`src/rtl/i2c_status_irq.sv`:
```
// Status-to-interrupt bridge: maskable irq, read-to-clear sequencing.
// Optional edge-mode irq with I2C_STATUS_IRQ_EDGE_EN.
module i2c_status_irq #(
  parameter int                   STATUS_W    = 13,
  parameter logic [STATUS_W-1:0]  STICKY_MASK = 13'h126D,
  parameter int                   CLR_LAT     = 3
) (
  input  logic                clk,
  input  logic                n_rst,
  input  logic [STATUS_W-1:0] status_in,
  input  logic                rd_status,
  input  logic                wr_mask,
  input  logic [STATUS_W-1:0] mask_wdata,
  output logic [STATUS_W-1:0] mask_out,
  output logic                clear,
  output logic                clr_busy,
  output logic                irq
);

  localparam logic [1:0] S_IDLE = 2'd0;
  localparam logic [1:0] S_CLR  = 2'd1;
  localparam logic [1:0] S_WAIT = 2'd2;

  logic [1:0]          state_q, state_d;
  logic [3:0]          cnt_q, cnt_d;
  logic                rd_pend_q, rd_pend_d;
  logic [STATUS_W-1:0] mask_q, mask_d;
  logic                clear_q, clear_d;
  logic                busy_q, busy_d;
  logic                irq_q, irq_d;
  logic [STATUS_W-1:0] src;
  logic                idle;

  assign idle = (state_q == S_IDLE);
  assign src  = status_in & mask_q & STICKY_MASK;

  always_comb begin
    state_d   = state_q;
    cnt_d     = cnt_q;
    rd_pend_d = rd_pend_q;
    unique case (1'b1)
      (state_q == S_IDLE): begin
        if (rd_status || rd_pend_q) begin
          state_d   = S_CLR;
          rd_pend_d = 1'b0;
        end
      end
      (state_q == S_CLR): begin
        cnt_d   = 4'(CLR_LAT);
        state_d = S_WAIT;
        if (rd_status) rd_pend_d = 1'b1;
      end
      (state_q == S_WAIT): begin
        cnt_d = cnt_q - 4'd1;
        if (cnt_q == 4'd1) state_d = S_IDLE;
        if (rd_status) rd_pend_d = 1'b1;
      end
      default: state_d = S_IDLE;
    endcase
  end

  always_comb begin
    mask_d  = wr_mask ? (mask_wdata & STICKY_MASK) : mask_q;
    clear_d = (state_d == S_CLR);
    busy_d  = (state_d != S_IDLE);
  end

`ifdef I2C_STATUS_IRQ_EDGE_EN
  logic [STATUS_W-1:0] prev_src_q, prev_src_d;

  // prev_src tracks even while busy so rises hidden by a clear are dropped
  always_comb begin
    prev_src_d = src;
    irq_d      = idle && |(src & ~prev_src_q);
  end

  always_ff @(posedge clk or negedge n_rst) begin
    if (!n_rst) prev_src_q <= '0;
    else        prev_src_q <= prev_src_d;
  end
`else
  always_comb begin
    irq_d = idle && !rd_status && !rd_pend_q && |src;
  end
`endif

  always_ff @(posedge clk or negedge n_rst) begin
    if (!n_rst) begin
      state_q   <= S_IDLE;
      cnt_q     <= '0;
      rd_pend_q <= 1'b0;
      mask_q    <= '0;
      clear_q   <= 1'b0;
      busy_q    <= 1'b0;
      irq_q     <= 1'b0;
    end else begin
      state_q   <= state_d;
      cnt_q     <= cnt_d;
      rd_pend_q <= rd_pend_d;
      mask_q    <= mask_d;
      clear_q   <= clear_d;
      busy_q    <= busy_d;
      irq_q     <= irq_d;
    end
  end

  assign mask_out = mask_q;
  assign clear    = clear_q;
  assign clr_busy = busy_q;
  assign irq      = irq_q;

endmodule

```
`config.mk`:
```
export PLATFORM = sky130hd
export DESIGN_NAME = i2c_status_irq
export DESIGN_NICKNAME = d
export VERILOG_FILES = /design/src/rtl/i2c_status_irq.sv
export SDC_FILE = /design/constraint.sdc
export NUM_CORES = 1
export LEC_CHECK = 0
export BUFFER_PORTS_ARGS = -buffer_cell sky130_fd_sc_hd__clkbuf_2
export CAP_MARGIN = 20
export CORE_MARGIN = 5
export CORE_UTILIZATION = 30
export DETAILED_ROUTE_END_ITERATION = 12
export PLACE_DENSITY = 0.58
export SYNTH_ARGS = -nofsm -noshare
export SYNTH_HDL_FRONTEND = slang
export SYNTH_SLANG_ARGS = --single-unit
```
`constraint.sdc`:
```
create_clock -name clk -period 1.61 [get_ports clk]
set_input_delay 0.161 -clock clk [delete_from_list [all_inputs] [get_ports clk]]
set_output_delay 0.161 -clock clk [all_outputs]
set_load 0.1 [all_outputs]
```
==> impl_metrics.ini <==
[placement]
dpl.cell_count = 138
pre_cts_ws_ps = 41.33
io_buffers = 27
dp_hpwl_um = 1394
finalWeightedCongestion = 0.7694

[sta]
fin_crit_sh_pct = 96.28
setup_viol = 0
fin_ws_ps = 59.84
grt_setup_unrepaired = no
timing.fmax_ghz = 0.6451
worstMarginPinSlew_ps = 543.4
finalMaxSlewViolations = 0
tns_ps = 0
hold_violations = 0
finalCriticalPeriod_ps = 1550
final.setup_skew_ps = 2.313
slew_headroom_pct = 63.92

[floorplanning]
rows = 19
dieWidth_um = 64.34
die_y_um = 64.34
fp.coreArea_sq_um = 2805
pin_count = 46
die-area_sq_um = 4140
start_util_pct = 31.58

[logic_synthesis]
synth_ff_type = dfrtp_1
ys_types = 31
synth-seq-cells = 17
synth_edf_count = 0
ys.warnings.count = 0
syn_avg_cell_area_sq_um = 11.07
netlist_area_sq_um = 885.9
async_flop_share_pct = 100.0
synth-seq-area-share_pct = 48.02
synthCells = 80

[power_and_ir_drop]
leakage_nw = 0.5424
intPower_mw = 0.9266
peakVddDrop_mv = 0.9672
p_clk_share_pct = 12.0
pwr-share-seq_pct = 32.3
p_sw_mw = 0.9026
sw_frac_of_total_pct = 49.35
p_comb_share_pct = 55.7
cellPowerDensity_nw_per_um2 = 1675

[clocking]
postCtsSetupBuffers = 0
clk-insertion-delay-late_ps = 280
cts_sinks = 17
clk_pin_slew_ps = 90
cts_buffers = 3
clock_path_buffers = 2
root_buffer = clkbuf_4
cts_tree = built
cts_htree_levels = 1

[global_routing]
grt_pass1_wl_um = 2953
grt_start_max_net_pins = 18
grt_pass1_vias = 665
antenna_found_initial = 0
gr-total-overflow = 0
gr-usage-all-layers_pct = 8.991

[final_layout]
layout_common_cells = clkbuf_2 (27), dfrtp_1 (16), mux2_2 (7)
drive_gt1_share_pct = 43.75
antenna_cells = 0
area_growth_pct = 23.31
final_cells = 143
fin_util_pct = 38.94
mostFrequentLayoutCell = clkbuf_2
final_nets = 148

[worst_setup_path]
crit_required_ps = 1810
r2r.worst_path.cells = 4
crit_chain = inv_1, ha_2, or3b_2, o32ai_2
reg2reg_slack_ps = 60
critPathLaunchType = register
crit_path_end_kind = register
critical_path_class = register to register
critPathLaunch = state_q[1]
reg2reg_to = clear
cp_slowest_cell = or3b_2
crit_arrival_ps = 1750
max_stage_delay_ps = 490
reg2reg_from = state_q[1]
critPathMaxFanout = 5

[drt]
wire_per_inst_um = 11.77
drc_errors = 0
drt_iter0_drc = 18
drt_first_pass_iters = 5
antenna_left = 0
dr_total_vias = 680
wl_um = 1683
via_per_inst = 4.755

[outcome]
status = complete, no violations

[worst_hold_path]
whs_path_depth = 2
worstHoldEndpoint = mask_out[6]
min_path_type = input port to register
hold_start = mask_wdata[6]

[flow_run]
cap_violations = 0
logic make-up after synthesis:
kind of cell,share of synthesized area [%]
adders and majority gates,7.062
DFF,48.02
other,0.4233
buffers and inverters,9.039
and+or+nand+nor,14.83
AOI/OAI and AO/OA,11.72
muxes,8.899
area by class of cell:
cell class / instances / area, sq um
inverters: 6 / 22.52
multi-input cells: 53 / 401.6
clock buffers: 3 / 22.52
clock inverters: 1 / 5.005
fillers: 286 / 1713
repair buffers: 32 / 175.2
well taps: 31 / 38.79
flip-flops and latches: 17 / 426.7
power groups by stage:
| stage | Clock (mW) | Sequential, mW | Combinational (mW) |
|---|---|---|---|
| finish | 0.220 | 0.591 | 1.02 |
| global route | 0.261 | 0.605 | 1.11 |
| CTS | 0.238 | 0.590 | 1.02 |
| detailed placement | 0 | 0.599 | 1.01 |
| global placement | 0 | 0.595 | 1.00 |
| floorplan | 0 | 0.942 | 0.451 |
per-layer routing:
layer	track usage, %	wire length (um)	vias to the layer above
li1	-	-	338
met2	14.18	781	24
met1	11.18	737	316
met3	4.028	150	2
met5	0	0	-
met4	2.375	14	0
state kept, by name (all words and copies together) (netlist names):
signal,count
irq,1
clr_busy,1
clear,1
mask_out,7
state_q,2
rd_pend_q,1
cnt_q,4
cell usage after synthesis (2+ instances only):
cell | instances | area, sq um
ha_1 | 5 | 62.56
o21ai_0 | 3 | 15.01
inv_1 | 6 | 22.52
dfrtp_1 | 17 | 425.4
nand2_1 | 4 | 15.01
nand4_1 | 2 | 12.51
nand3_1 | 5 | 25.02
mux2_2 | 7 | 78.83
nor2_1 | 3 | 11.26
buf_4 | 6 | 45.04
clkbuf_1 | 2 | 7.510
through the flow:
stage                     power [mW]  instance area, sq um  hold slack, ps
after floorplan                1.393                 904.6          -134.6
after global placement         1.595                  1051           122.1
after detailed placement       1.614                  1051           120.7
after CTS                      1.844                  1089           92.58
after global routing           1.974                  1092           90.14
final                          1.829                  1092           102.5
worst max path at each step:
stage               slack [ps]  endpoint
floorplan                  110     clear
global placement            70     clear
detailed placement          40     clear
CTS                         20     clear
global route                 4     clear
finish                      60     clear
critical path, delay by kind of cell (launching register included):
kind                       cells  cell delay [ps]
and+or+nand+nor                1              490
DFF                            1              450
adders and majority gates      1              220
AOI/OAI and AO/OA              1              210
buffers and inverters          1               90
what timing repair did:
item | 4_1_cts | 5_1_grt
hold endpoints to repair | 17 | 0
hold buffers | 1 | 0
resized for setup | 0 | 2
endpoints found under the setup margin | 0 | 2
No activity file was read; power rests on OpenSTA's default activity.
